File: src/rtl/period_meter.sv
// Measures the period and high time of a slow, free-running square wave in clk_in cycles.
// Flags lock when two consecutive periods match; the timeout flag is sticky once the input stalls.
module period_meter #(
    parameter int CNT_W   = 23,
    parameter int TIMEOUT = 5000000
) (
    input  logic             clk_in,
    input  logic             rst,
    input  logic             sig_in,
    output logic [CNT_W-1:0] period,
    output logic [CNT_W-1:0] high_time,
    output logic             valid,
    output logic             locked,
    output logic             timeout
);

    typedef enum logic [1:0] {
        IDLE,
        ARM,
        RUN
    } state_t;

    localparam logic [CNT_W-1:0] CNT_ONE = CNT_W'(1);
    localparam logic [CNT_W-1:0] CNT_MAX = CNT_W'(TIMEOUT);

    state_t           state;
    logic             s1, s2, s3;
    logic [CNT_W-1:0] cnt;
    logic [CNT_W-1:0] hcnt;
    logic [CNT_W-1:0] prev_period;
    logic             have_prev;
    logic             rise;

    assign rise = s2 & ~s3;

    // The rising edge closes one measurement and opens the next, so a period equal to TIMEOUT still reports.
    always_ff @(posedge clk_in or posedge rst) begin
        if (rst) begin
            state       <= IDLE;
            s1          <= 1'b0;
            s2          <= 1'b0;
            s3          <= 1'b0;
            cnt         <= '0;
            hcnt        <= '0;
            prev_period <= '0;
            have_prev   <= 1'b0;
            period      <= '0;
            high_time   <= '0;
            valid       <= 1'b0;
            locked      <= 1'b0;
            timeout     <= 1'b0;
        end else begin
            s1    <= sig_in;
            s2    <= s1;
            s3    <= s2;
            valid <= 1'b0;
            case (state)
                IDLE: begin
                    if (!s2) begin
                        state <= ARM;
                    end
                end
                ARM: begin
                    if (rise) begin
                        cnt   <= CNT_ONE;
                        hcnt  <= CNT_ONE;
                        state <= RUN;
                    end
                end
                RUN: begin
                    if (rise) begin
                        period      <= cnt;
                        high_time   <= hcnt;
                        valid       <= 1'b1;
                        timeout     <= 1'b0;
                        locked      <= have_prev && (cnt == prev_period);
                        prev_period <= cnt;
                        have_prev   <= 1'b1;
                        cnt         <= CNT_ONE;
                        hcnt        <= CNT_ONE;
                    end else if (cnt == CNT_MAX) begin
                        timeout   <= 1'b1;
                        locked    <= 1'b0;
                        have_prev <= 1'b0;
                        state     <= IDLE;
                    end else begin
                        cnt  <= cnt + CNT_ONE;
                        hcnt <= hcnt + CNT_W'(s2);
                    end
                end
                default: begin
                    state <= IDLE;
                end
            endcase
        end
    end

endmodule

File: config.mk
export PLATFORM = sky130hd
export DESIGN_NAME = period_meter
export DESIGN_NICKNAME = d
export VERILOG_FILES = /design/src/rtl/period_meter.sv
export SDC_FILE = /design/constraint.sdc
export NUM_CORES = 1
export LEC_CHECK = 0
export ABC_AREA = 1
export CELL_PAD_IN_SITES_DETAIL_PLACEMENT = 1
export CELL_PAD_IN_SITES_GLOBAL_PLACEMENT = 1
export CORE_MARGIN = 2
export CORE_UTILIZATION = 38
export DETAILED_ROUTE_END_ITERATION = 12
export GPL_TIMING_DRIVEN = 0
export PLACE_DENSITY_LB_ADDON = 0.1
export REMOVE_ABC_BUFFERS = 1
export SLEW_MARGIN = 15
export SYNTH_ARGS = -nofsm -noshare
export SYNTH_HDL_FRONTEND = slang
export SYNTH_SLANG_ARGS = --single-unit
File: constraint.sdc
create_clock -name clk_in -period 2.8 [get_ports clk_in]
set_input_delay 0.42 -clock clk_in [delete_from_list [all_inputs] [get_ports clk_in]]
set_output_delay 0.42 -clock clk_in [all_outputs]
set_load 0.02 [all_outputs]
# Word-level counts from Yosys, hierarchy flattened
# Index checks and enable logic that the tools add are counted.
[word_totals]
input_bits = 3
register_bits = 101
out_inout_bits = 49
elab_cells = 52
[classes]
reduce_logical = 8
addsub = 2
bitwise = 2
n_eq_ne = 9
mux = 19
[op_table]
columns = ["op", "n"]
rows = [
  ["23-bit two-way mux", 5],
  ["23-bit one-hot mux with 2 select lines", 2],
  ["23-bit by 1-bit adder with 23-bit output", 1],
  ["23-bit by 1-bit adder with 23-bit output, second input constant", 1],
  ["23-bit == test", 1],
  ["23-bit == test, second input constant", 1],
  ["2-bit two-way mux", 4],
  ["2-bit != test, second input constant", 4],
  ["1-bit two-way mux", 7],
  ["2-bit one-hot mux with 3 select lines", 1],
  ["2-bit AND reduction", 2],
  ["4-bit AND reduction", 1],
  ["2-bit nonzero test", 2],
  ["3-bit != test, second input constant", 1],
  ["3-bit AND reduction", 1],
  ["2-bit by 1-bit == test with 1-bit output, second input constant", 1],
  ["2-bit == test, second input constant", 1],
  ["2-bit zero test", 1],
  ["1-bit bitwise AND", 1],
  ["1-bit logical AND", 1],
  ["1-bit NOT", 1],
]

# Depth between registers and ports, before layout
# Gate-level depths: netlist of the first run.
[logic_depth]
ltp_word = 4
mapped_depth = 12
mapped_depth_nobuf = 12

# Worst setup path before layout of the first run
# OpenSTA, ideal clock, no wires.
[synth_path]
kind = "reg-to-reg"
startpoint = "register s2"
endpoint = "register hcnt[14]"
setup_ps = 119
period_less_slack_ps = 1679
path_buffers = 0
arrival_time_ps = 1560
slack_ps = 1121
required_ps = 2681
path_stages_with_launch = 11
path_cell_list = "dfrtp_1 ha_1 ha_1 inv_1 nor2_1 nand2_1 nor2_1 xor2_1 inv_1 nand2_1 nand2_1"
[synth_via]
elab_chain_len = 4
elab_cells_between_ends = 8
cone_classes = "add/sub: 1; eq/ne: 2; mux: 3; bitwise: 1; reduce/logical: 1"
[synth_rtl]
columns = ["item", "line", "rtl"]
rows = [
  ["start: declaration", "27", "logic s1, s2, s3;"],
  ["start signal: assignment", "41", "s2 <= 1'b0;"],
  ["start signal: assignment", "54", "s2 <= s1;"],
  ["23-bit by 1-bit adder with 23-bit output", "88", "hcnt <= hcnt + CNT_W'(s2);"],
  ["23-bit two-way mux", "81", "end else if (cnt == CNT_MAX) begin"],
  ["23-bit two-way mux", "71", "if (rise) begin"],
  ["23-bit one-hot mux with 2 select lines", "57", "case (state)"],
  ["end signal: assignment", "88", ""],
  ["end: declaration", "29", "logic [CNT_W-1:0] hcnt;"],
]
# Parallel ways exist; a longest one is shown, timed or not. The select of a mux whose other input is x is not followed.
# A chain may end at the register's enable or synchronous reset.

# Worst setup path after layout of the first run
[layout_path]
startpoint = "register cnt[0]"
endpoint = "register cnt[19]"
[layout_via]
elab_chain_len = 4
elab_cells_between_ends = 7
cone_classes = "add/sub: 1; eq/ne: 2; mux: 3; reduce/logical: 1"
[layout_rtl]
columns = ["item", "line", "rtl"]
rows = [
  ["start: declaration", "28", "logic [CNT_W-1:0] cnt;"],
  ["start signal: assignment", "87", "cnt <= cnt + CNT_ONE;"],
  ["23-bit by 1-bit adder with 23-bit output", "87", ""],
  ["23-bit two-way mux", "81", ""],
  ["23-bit two-way mux", "71", ""],
  ["23-bit one-hot mux with 2 select lines", "57", ""],
]
# Parallel ways exist; a longest one is shown, timed or not. The select of a mux whose other input is x is not followed.

==> results of run 1 <==
==> metrics by stage <==
step | TNS [ns] | total power [mW] | std cells | setup slack [ns]
floorplan | -42.96 | 2.15 | 739 | -0.467
global placement | -350.07 | 2.49 | 974 | -2.19
detailed placement | 0 | 2.55 | 977 | 0.287
CTS | 0 | 3.86 | 992 | 0.273
global route | 0 | 3.99 | 992 | 0.0788
finish | 0 | 3.81 | 992 | 0.334
==> worst max-delay path, stage by stage, from the launching register on <==
cell and delay [ns]:
dfrtp_1 0.42, inv_1 0.17, ha_1 0.27, nand3_1 0.10, nor2_1 0.15, nand3_2 0.12, nand2_4 0.47, nand3_4 0.39
nand2_1 0.19, nand2_1 0.06
==> layout by cell type (no fill, tap or decap), types with 2 or more instances in the layout <==
cell / synthesis / final
dfrtp_1: 101 / 101
clkbuf_1: 9 / 2
o21ai_0: 43 / 43
nand3b_1: 2 / 2
nor2_2: 2 / 2
nand3_2: 2 / 2
clkdlybuf4s50_1: 0 / 51
xor2_1: 18 / 18
nand2_2: 1 / 2
o21ai_1: 3 / 3
inv_1: 68 / 67
nand3_1: 39 / 39
a21oi_1: 2 / 2
inv_2: 2 / 2
nor3_1: 6 / 6
nand4_1: 56 / 56
ha_1: 5 / 5
buf_16: 0 / 2
or2_2: 2 / 2
nand2_1: 283 / 281
clkbuf_16: 0 / 9
nor2_1: 81 / 81
xnor2_1: 11 / 11
o22ai_1: 3 / 3
nand2_4: 1 / 2
==> worst max path at each step <==
stage,startpoint,to,slack (ns),depth (start not counted)
4_1_cts,cnt[0],cnt[19],0.27,9
6_report,cnt[0],cnt[19],0.33,9
3_5_place_dp,cnt[0],hcnt[22],0.29,9
2_1_floorplan,state[1],cnt[18],-0.47,6
3_3_place_gp,state[1],cnt[19],-2.19,6
5_1_grt,cnt[0],cnt[18],0.08,9
==> per-layer routing <==
layer  wire [um]  GRT usage  vias up
met5           0          0        -
met4         320     0.0706        0
met3         305     0.0234       17
met2        8860      0.410       65
met1        7720      0.279     2531
li1            -          -     2550
==> flip-flops by register name, indices dropped and copies added, names as in the netlist <==
signal / cells
valid: 1
cnt: 23
s2: 1
s1: 1
state: 2
prev_period: 23
high_time: 23
s3: 1
locked: 1
have_prev: 1
timeout: 1
hcnt: 23
==> final cells by class <==
class / count / share of cell area
sequential: 101 / 0.384
multi-input combinational: 567 / 0.406
tap: 184 / 0.0350
clock buffer: 12 / 0.0375
inverter: 71 / 0.0413
clock inverter: 3 / 0.00704
timing repair buffer: 54 / 0.0890
==> where the power goes <==
group          leakage, nW  total, mW  internal (mW)  switching, mW
combinational         1.45      0.870          0.236          0.634
clock                0.139       1.30          0.717          0.586
sequential            1.39       1.63           1.55         0.0844
==> kinds of logic (layout without fill, tap and decap cells) <==
kind of cell,Yosys count,in the layout,share of synthesized area
AO/OA/AOI/OAI,54,54,0.0500
XOR/XNOR,29,29,0.0451
adder cells (fa/ha/maj),5,5,0.0111
buffers and inverters,105,140,0.0780
flip-flops,101,101,0.449
AND/OR/NAND/NOR,479,479,0.367
==> metrics.md, run 1 <==
| Metric | Value |
|---|---|
| Final setup viols | 0 |
| Post-synth EDFFs | 0 |
| Post_cts resized | 0 |
| Max VDD drop | between 0.0004 and 0.0005 V |
| Post-Syn Area | 0.00563 mm^2 |
| Fin area | 0.00658 mm^2 |
| Total gr overflow | 0 |
| Critical path arrival | 2.71 ns |
| Drt wl/cell | 17.3 um |
| Crit path time final | around 2.5 ns |
| Most common cell in the netlist | nand2_1 |
| Ys flop type | dfrtp_1 |
| Reg2Reg Launch Point | cnt[0] |
| FMAX | 0.406 GHz |
| Vias per inst | between 5 and 6 |
| Starting density of the core | 0.389 |
| Clk_skew | 0.00574 ns |
| Clock latency on the worst-skew pair | 0.35 ns |
| R2R Setup Slk | 0.33 ns |
| Critical Path RT | approximately 3.0 ns |
| Max Buffers Root-to-Sink | 2 |
| Final worst path period share | 0.881 |
| Pwr per Cell Area | 578 mW/mm^2 |
| Post-synth cell types | 34 |
| Post-synth top cells | nand2_1 (283), dfrtp_1 (101), nor2_1 (81) |
| Fillers | 1,800 |
| Max-cap violation count | 0 |
| # DRC | 0 |
| Hold EP | s2 |
| Worst Hold Launch | s1 |
| Routed WL | 17,200 um |
| Core ar. | 0.0145 mm^2 |
| Leak | 2.98 nW |
| Worst reg2reg endpoint | cnt[19] |
| CTS tree | yes |
| Syn Inst Count | 773 |
| Max-slew headroom | 0.493 |
| Antenna Nets Post-Route | 0 |
| Sequential share of the synthesized area | 0.449 |
| Status | completed |
| Die Y-Extent | 126 um |
| Worst Hold Class | register to register |
| CP endpoint kind | register |
| Ranking of synthesized cells by area | dfrtp_1 (45%), nand2_1 (19%), nand4_1 (6.2%), nor2_1 (5.4%), inv_1 (4.5%) |
| Vias in the first global route | around 5,500 |
| Root Driver | clkbuf_16 |
| Synth warn | 0 |
| Max FO, Critical Path | 46 |
| P&R area growth vs syn | 16.9% |
| Worst Setup Start Kind | register |
| Postcts setup bufs | 0 |
| RSZ-0062 raised after global routing | no |
| Final HPWL DP | 12,100 um |
| Initial antenna violation count | 0 |
| Worst slew pin tran | 0.759 ns |
| ANT cells | 0 |
| GRT Resource Usage Total | 0.225 |
| Async SR Flop Fraction | 1.00 |
| Clock sink count | ~100 |
| Top cell type's share of synthesized area | 0.449 |
| Num CTS Buffers | 9 |
| Die area | between 0.015 and 0.02 mm^2 |
| # rows | 44 |
| Area after DPL | roughly 0.0063 mm^2 |
| Die Wd | approximately 130 um |
| Pins Over Slew Limit | 0 |
| Critical path class | register to register |
| First-pass GRT wire length | 28,500 um |
| H-tree depth | 3 |
| Hold_ws | around 0.35 ns |
| Multi-input logic area | 0.00267 mm^2 |
| Pin count of the biggest net entering global routing | 72 |
| Vias | around 5,200 |
| Final Hold Vio Count | 0 |
| Initial drt markers | about 160 |
| Register bit total from synthesis | approximately 100 |
| 1st-pass router iterations | 4 |
| # port buffers | 51 |
| Layout cells sized above 1 | 0.0396 |
| Reg area | 0.00253 mm^2 |
| Layout Utilization | 0.454 |
| # hold bufs at CTS | 0 |
| GP Congestion | 0.881 |
| Hold depth | 0 |
| I/O pin total | 52 |
| R2R depth | 9 |
| Mapped Avg Cell Area | 7.28 um^2 |
| Post-synth top area cell | dfrtp_1 |
| Nets | 812 |
| Clock-pin slew on the worst setup and hold paths | 0.07 ns |
Power figures use the tool's default switching activity.
==> inputs of run 2 (changes only) <==
SLEW_MARGIN = 10   (was 15)
==> results of run 2 <==
No change in the layout: final DEF, timing and power equal those of run 1.
